## src/rtl/oport_uart_tx.sv

```systemverilog
// oport_uart_tx: queues every change of the CPU output port and sends it
// as a UART frame (1 start, 8 data LSB first, 1 stop) on tx.
// Ports:
//   clk        - system clock, rising edge
//   reset      - synchronous reset, active-high
//   oport      - CPU output port value, sampled every clock
//   tx         - serial line, idle high
//   busy       - FIFO non-empty or a frame in flight
//   fifo_count - bytes currently queued
//   overflow   - sticky, a change was dropped on a full FIFO
// Build option: define OPORT_PARITY_EN to append an even-parity bit
// after data bit 7 (11-bit frame instead of 10).
module oport_uart_tx #(
   parameter int CLKS_PER_BIT = 16,
   parameter int FIFO_DEPTH   = 8
) (
   input  logic                          clk,
   input  logic                          reset,
   input  logic [7:0]                    oport,
   output logic                          tx,
   output logic                          busy,
   output logic [$clog2(FIFO_DEPTH):0]   fifo_count,
   output logic                          overflow
);

   localparam int AW = $clog2(FIFO_DEPTH);
   localparam int CW = AW + 1;
   localparam int TW = $clog2(CLKS_PER_BIT);

`ifdef OPORT_PARITY_EN
   typedef enum logic [2:0] {
      S_IDLE, S_START, S_DATA, S_PARITY, S_STOP
   } state_t;
`else
   typedef enum logic [1:0] {
      S_IDLE, S_START, S_DATA, S_STOP
   } state_t;
`endif

   state_t          r_state;
   logic [TW-1:0]   r_timer;
   logic [2:0]      r_bit;
   logic [7:0]      r_shift;
   logic            r_tx;
`ifdef OPORT_PARITY_EN
   logic            r_par;
`endif

   logic [7:0]      r_prev;
   logic [7:0]      r_mem [FIFO_DEPTH];
   logic [AW-1:0]   r_wr;
   logic [AW-1:0]   r_rd;
   logic [CW-1:0]   r_count;
   logic            r_ovf;

   logic            w_push;
   logic            w_full;
   logic            w_wr;
   logic            w_nempty;
   logic            w_last;
   logic            w_pop;
   logic [7:0]      w_head;

   assign w_push   = (oport != r_prev);
   assign w_full   = (r_count == CW'(FIFO_DEPTH));
   // A push on a full FIFO is dropped even if a pop happens on this edge.
   assign w_wr     = w_push & ~w_full;
   assign w_nempty = (r_count != '0);
   assign w_last   = (r_timer == TW'(CLKS_PER_BIT - 1));
   assign w_pop    = w_nempty &
                     ((r_state == S_IDLE) |
                      ((r_state == S_STOP) & w_last));
   assign w_head   = r_mem[r_rd];

   always_ff @(posedge clk) begin
      if (w_wr) r_mem[r_wr] <= oport;
   end

   always_ff @(posedge clk) begin
      if (reset) begin
         r_prev  <= 8'h00;
         r_wr    <= '0;
         r_rd    <= '0;
         r_count <= '0;
         r_ovf   <= 1'b0;
      end else begin
         r_prev <= oport;
         if (w_wr)  r_wr <= r_wr + 1'b1;
         if (w_pop) r_rd <= r_rd + 1'b1;
         if (w_wr & ~w_pop)      r_count <= r_count + 1'b1;
         else if (~w_wr & w_pop) r_count <= r_count - 1'b1;
         if (w_push & w_full) r_ovf <= 1'b1;
      end
   end

   always_ff @(posedge clk) begin
      if (reset) begin
         r_state <= S_IDLE;
         r_timer <= '0;
         r_bit   <= '0;
         r_shift <= '0;
         r_tx    <= 1'b1;
`ifdef OPORT_PARITY_EN
         r_par   <= 1'b0;
`endif
      end else begin
         unique case (r_state)
            S_IDLE: begin
               r_tx <= 1'b1;
               if (w_pop) begin
                  r_shift <= w_head;
`ifdef OPORT_PARITY_EN
                  r_par   <= ^w_head;
`endif
                  r_timer <= '0;
                  r_tx    <= 1'b0;
                  r_state <= S_START;
               end
            end
            S_START: begin
               if (w_last) begin
                  r_timer <= '0;
                  r_bit   <= '0;
                  r_tx    <= r_shift[0];
                  r_state <= S_DATA;
               end else begin
                  r_timer <= r_timer + 1'b1;
               end
            end
            S_DATA: begin
               if (w_last) begin
                  r_timer <= '0;
                  if (r_bit == 3'd7) begin
`ifdef OPORT_PARITY_EN
                     r_tx    <= r_par;
                     r_state <= S_PARITY;
`else
                     r_tx    <= 1'b1;
                     r_state <= S_STOP;
`endif
                  end else begin
                     r_bit   <= r_bit + 1'b1;
                     r_shift <= {1'b0, r_shift[7:1]};
                     r_tx    <= r_shift[1];
                  end
               end else begin
                  r_timer <= r_timer + 1'b1;
               end
            end
`ifdef OPORT_PARITY_EN
            S_PARITY: begin
               if (w_last) begin
                  r_timer <= '0;
                  r_tx    <= 1'b1;
                  r_state <= S_STOP;
               end else begin
                  r_timer <= r_timer + 1'b1;
               end
            end
`endif
            S_STOP: begin
               if (w_last) begin
                  r_timer <= '0;
                  // Next queued byte starts with no idle gap.
                  if (w_pop) begin
                     r_shift <= w_head;
`ifdef OPORT_PARITY_EN
                     r_par   <= ^w_head;
`endif
                     r_tx    <= 1'b0;
                     r_state <= S_START;
                  end else begin
                     r_tx    <= 1'b1;
                     r_state <= S_IDLE;
                  end
               end else begin
                  r_timer <= r_timer + 1'b1;
               end
            end
            default: begin
               r_tx    <= 1'b1;
               r_state <= S_IDLE;
            end
         endcase
      end
   end

   assign tx         = r_tx;
   assign busy       = (r_state != S_IDLE) | w_nempty;
   assign fifo_count = r_count;
   assign overflow   = r_ovf;

endmodule

```

## config.mk

```make
export PLATFORM = sky130hd
export DESIGN_NAME = oport_uart_tx
export DESIGN_NICKNAME = d
export VERILOG_FILES = /design/src/rtl/oport_uart_tx.sv
export SDC_FILE = /design/constraint.sdc
export NUM_CORES = 1
export LEC_CHECK = 0
export ABC_AREA = 1
export ABC_CLOCK_PERIOD_IN_PS = 2900
export CORE_MARGIN = 2
export CORE_UTILIZATION = 30
export DETAILED_ROUTE_END_ITERATION = 7
export GPL_ROUTABILITY_DRIVEN = 0
export SKIP_CTS_REPAIR_TIMING = 1
export SLEW_MARGIN = 20
export SYNTH_ARGS = -nofsm -noshare
export SYNTH_HDL_FRONTEND = slang
export SYNTH_SLANG_ARGS = --single-unit
```

## constraint.sdc

```tcl
create_clock -name clk -period 2.9 [get_ports clk]
set_input_delay 0.29 -clock clk [delete_from_list [all_inputs] [get_ports clk]]
set_output_delay 0.29 -clock clk [all_outputs]
set_load 0.01 [all_outputs]
```

==> metrics.md <==
| Metric | Value |
|---|---|
| Status | `finished clean` |
| Count of port buffers added during placement | `16` |
| Sequential share of the synthesized area | `0.590` |
| CP Capture Type | `flop` |
| Antenna Cells | `0` |
| Worst-path cell chain | `clkdlybuf4s50_1, xnor2_1, nand2_1, nor2_1, nand2_1, nand2_2, inv_1, ha_1, inv_1, ha_1, a21oi_1, nand2_1, a21oi_1, o21ai_0, nand2_1, nand2_1, nor2_1` |
| Share of layout cells above drive strength 1 | `0.0759` |
| Antenna viol nets, final | `0` |
| Routed WL | `around 9.4 mm` |
| Num Clock Sinks | `about 100` |
| Initial antenna violation count | `0` |
| Area share of fa/ha/maj cells after synthesis | `0.0396` |
| DRC | `0` |
| CP Data Arrival Time | `between 2000 and 3000 ps` |
| Most frequent CP cell | `nand2_1` |
| Drt wl/cell | `13.1 µm` |
| Clock-pin slew on the worst setup and hold paths | `approximately 70 ps` |
| Largest net degree at the start of global routing | `33` |
| CP Max Fanout | `5` |
| Worst slew margin | `0.411` |
| Power Density | `about 940 nW/µm²` |
| Cts bufs inserted | `9` |
| CP delay by family, top | `simple AND/OR/NAND/NOR gates` |
| Final setup skew | `around 16 ps` |
| Top cells by area, synth | `edfxtp_1 42%, dfxtp_1 17%, nand2_1 9.2%` |
| Vias per inst | `between 4 and 5` |
| Share of the synthesized area in the top cell type | `0.416` |
| Yosys cell types | `32` |
| Mapped Area | `between 4000 and 5000 µm²` |
| First-pass DRT Iterations | `4` |
| Measured slew at the worst slew-check pin | `880 ps` |
| Setup Crit Path Kind | `input pin to flop` |
| Syn Area/Cell | `slightly above 9 µm²` |
| P&R area growth vs syn | `14.5%` |
| Worst R2R End | `fifo_count[3]` |
| Worst vdd ir | `0.000408 V` |
| Initial drt markers | `157` |
| Starting Density | `0.305` |
| Skew-Pair Late Insertion Delay | `360 ps` |
| Syn Inst Count | `between 400 and 500` |
| Endpoints failing hold | `0` |
| Setup TNS | `0 ps` |
| F_max | `between 0.4 and 0.5 GHz` |
| Die Width | `roughly 130 µm` |
| CTS tree | `yes` |
| Combinational family with the most area after synthesis | `simple AND/OR/NAND/NOR gates` |
| Crit path buf inv count | `3` |
| Number of max-slew violations in the final report | `0` |
| Nets | `roughly 550` |
| Chip height | `between 100 and 150 µm` |
| Critical path destination | `fifo_count[3]` |
| Leak | `approximately 2.2 nW` |
| Post-Synth XOR/XNOR Area | `0.0152` |
| Crit path required time | `between 3000 and 4000 ps` |
| Period minus WS final | `between 2000 and 2500 ps` |
| GRT Total Usage | `0.121` |
| Post-DP HPWL | `roughly 6.4 mm` |
| Setup violators final | `0` |
| Slowest cell delay on critical path | `~440 ps` |
| CP Depth | `17` |
| FF/Latch Area | `about 2700 µm²` |
| Synthesized flop and latch total | `between 100 and 150` |
| Die area | `~16000 µm²` |
| Worst hold slack | `478 ps` |
| Placeable Area | `around 15000 µm²` |
| Final Cycle Share | `0.826` |
| Fillers | `~1500` |
| Synthesized Nets | `roughly 520` |
| Ys Warns | `0` |
| IO Count | `17` |
| Launch point of the critical path | `oport[3]` |
| Complex-gate fraction of the synthesized area | `0.0688` |
| Startpoint types | `input pin` |
| Clk root buf | `clkbuf_16` |
| Slowest CP cell | `clkdlybuf4s50_1` |
| Footprint of the multi-input gates | `between 1500 and 2000 µm²` |
| Row count | `45` |
| Grt total ovfl | `0` |
| Worst reg2reg path startpoint | `r_state[0]` |
| Vias in the first global route | `about 3100` |
| R2r setup slk | `560 ps` |
| Max cap viols | `0` |
| Synth area leader | `edfxtp_1` |
| Simple-Gate Fraction of Synth Area | `0.223` |
| Multiplexer share of the synthesized area | `0` |
| Worst min path class | `flop to flop` |
| CTS H-Tree Depth | `3` |
| Deepest clock path buffer count | `2` |
| R2R depth | `15` |
| Vias | `3279` |
| RSZ-0062 raised after global routing | `false` |
| First-pass GRT wire length | `15.4 mm` |
[worst register-to-register path: cells and delay by family (launching register included)]
kind	cells	cell delay, ps
flip-flops	1	400
buffers and inverters	3	240
adder cells (fa/ha/maj)	3	740
AND/OR/NAND/NOR	6	500
AO/OA/AOI/OAI	3	380
[final cells by class]
cell class / instances / area share
sequential: 104 / 0.515
multi-input combinational: 328 / 0.302
timing repair buffer: 32 / 0.0530
tap: 188 / 0.0445
clock buffer: 10 / 0.0433
inverter: 47 / 0.0338
clock inverter: 6 / 0.00805
[per-stage QoR]
stage / cell area [µm²] / total power (W) / worst slack, ps / cells / util
detailed placement: 5020 / 0.00388 / 119 / 699 / 0.331
floorplan: 4620 / 0.00341 / 801 / 498 / -
global placement: 5020 / 0.00380 / 174 / 699 / 0.331
finish: 5290 / 0.00496 / 503 / 715 / 0.349
CTS: 5290 / 0.00500 / 486 / 715 / 0.349
global route: 5290 / 0.00532 / 215 / 715 / 0.349
[placed cells by master (no fill, tap or decap), types with 2 or more instances in the layout]
cell type        count
o21ai_1              3
nand3_1             44
xnor2_1              4
buf_4               16
a21oi_1             31
dfxtp_1             40
clkdlybuf4s50_1     16
ha_1                13
inv_2                2
nand4_1              4
nand2_1            113
o21ai_0             19
clkbuf_16            9
inv_6                2
edfxtp_1            64
xor2_1               4
nand2_2              2
nor2_1              76
nor3_1               5
inv_1               44
[flip-flops by register name, summed over array words and instances, names as in the netlist, named ones only]
name and cells:
r_bit 3, r_wr 3, overflow 1, r_prev 8
r_rd 3, r_mem 64, fifo_count 4, r_shift 8
tx 1, r_timer 4, r_state 2
[how the worst min path moves through the flow]
stage | end | start | cells past startpoint | slack (ps)
floorplan | r_mem[0][0] | oport[0] | 0 | 390
global placement | r_bit[2] | r_bit[2] | 2 | 450
global route | r_bit[1] | r_bit[1] | 2 | 500
finish | r_bit[2] | r_bit[2] | 2 | 480
detailed placement | r_bit[2] | r_bit[2] | 2 | 470
CTS | r_bit[2] | r_bit[2] | 2 | 480
[power breakdown]
group	leakage, nW	internal, W	total [W]	switching, W
logic	1.14	0.000637	0.00182	0.00118
clock network	0.131	0.000585	0.00112	0.000538
registers	0.916	0.00188	0.00201	0.000137
[synth_stat cells]
| cell | n |
|---|---|
| nand2_1 | 113 |
| nor2_1 | 76 |
| edfxtp_1 | 64 |
| inv_1 | 44 |
| nand3_1 | 44 |
| dfxtp_1 | 40 |
| a21oi_1 | 31 |
| o21ai_0 | 19 |
| ha_1 | 13 |
| buf_2 | 8 |
| clkbuf_1 | 5 |
| nor3_1 | 5 |
| nand4_1 | 4 |
| xnor2_1 | 4 |
| xor2_1 | 4 |
| buf_4 | 3 |
| o21ai_1 | 3 |
| buf_6 | 2 |
| inv_2 | 2 |
| nand2_2 | 2 |
| a211oi_1 | 1 |
| a21boi_2 | 1 |
| a21oi_4 | 1 |
| clkbuf_8 | 1 |
| fa_1 | 1 |
| inv_4 | 1 |
| nand2_4 | 1 |
| nand3b_1 | 1 |
| nor2_4 | 1 |
| o211a_1 | 1 |
| o21bai_1 | 1 |
| or2_2 | 1 |
[logic make-up after synthesis]
family / after synthesis
flip-flops: 104
AO/OA/AOI/OAI: 58
buffers and inverters: 66
AND/OR/NAND/NOR: 248
XOR/XNOR: 8
adder cells (fa/ha/maj): 14
[layer usage]
layer / track usage / wire (µm)
met1: 0.150 / 4320
met2: 0.203 / 4560
met3: 0.0238 / 289
met4: 0.0614 / 209
met5: 0 / 0
No activity file was read; power rests on OpenSTA's default activity.
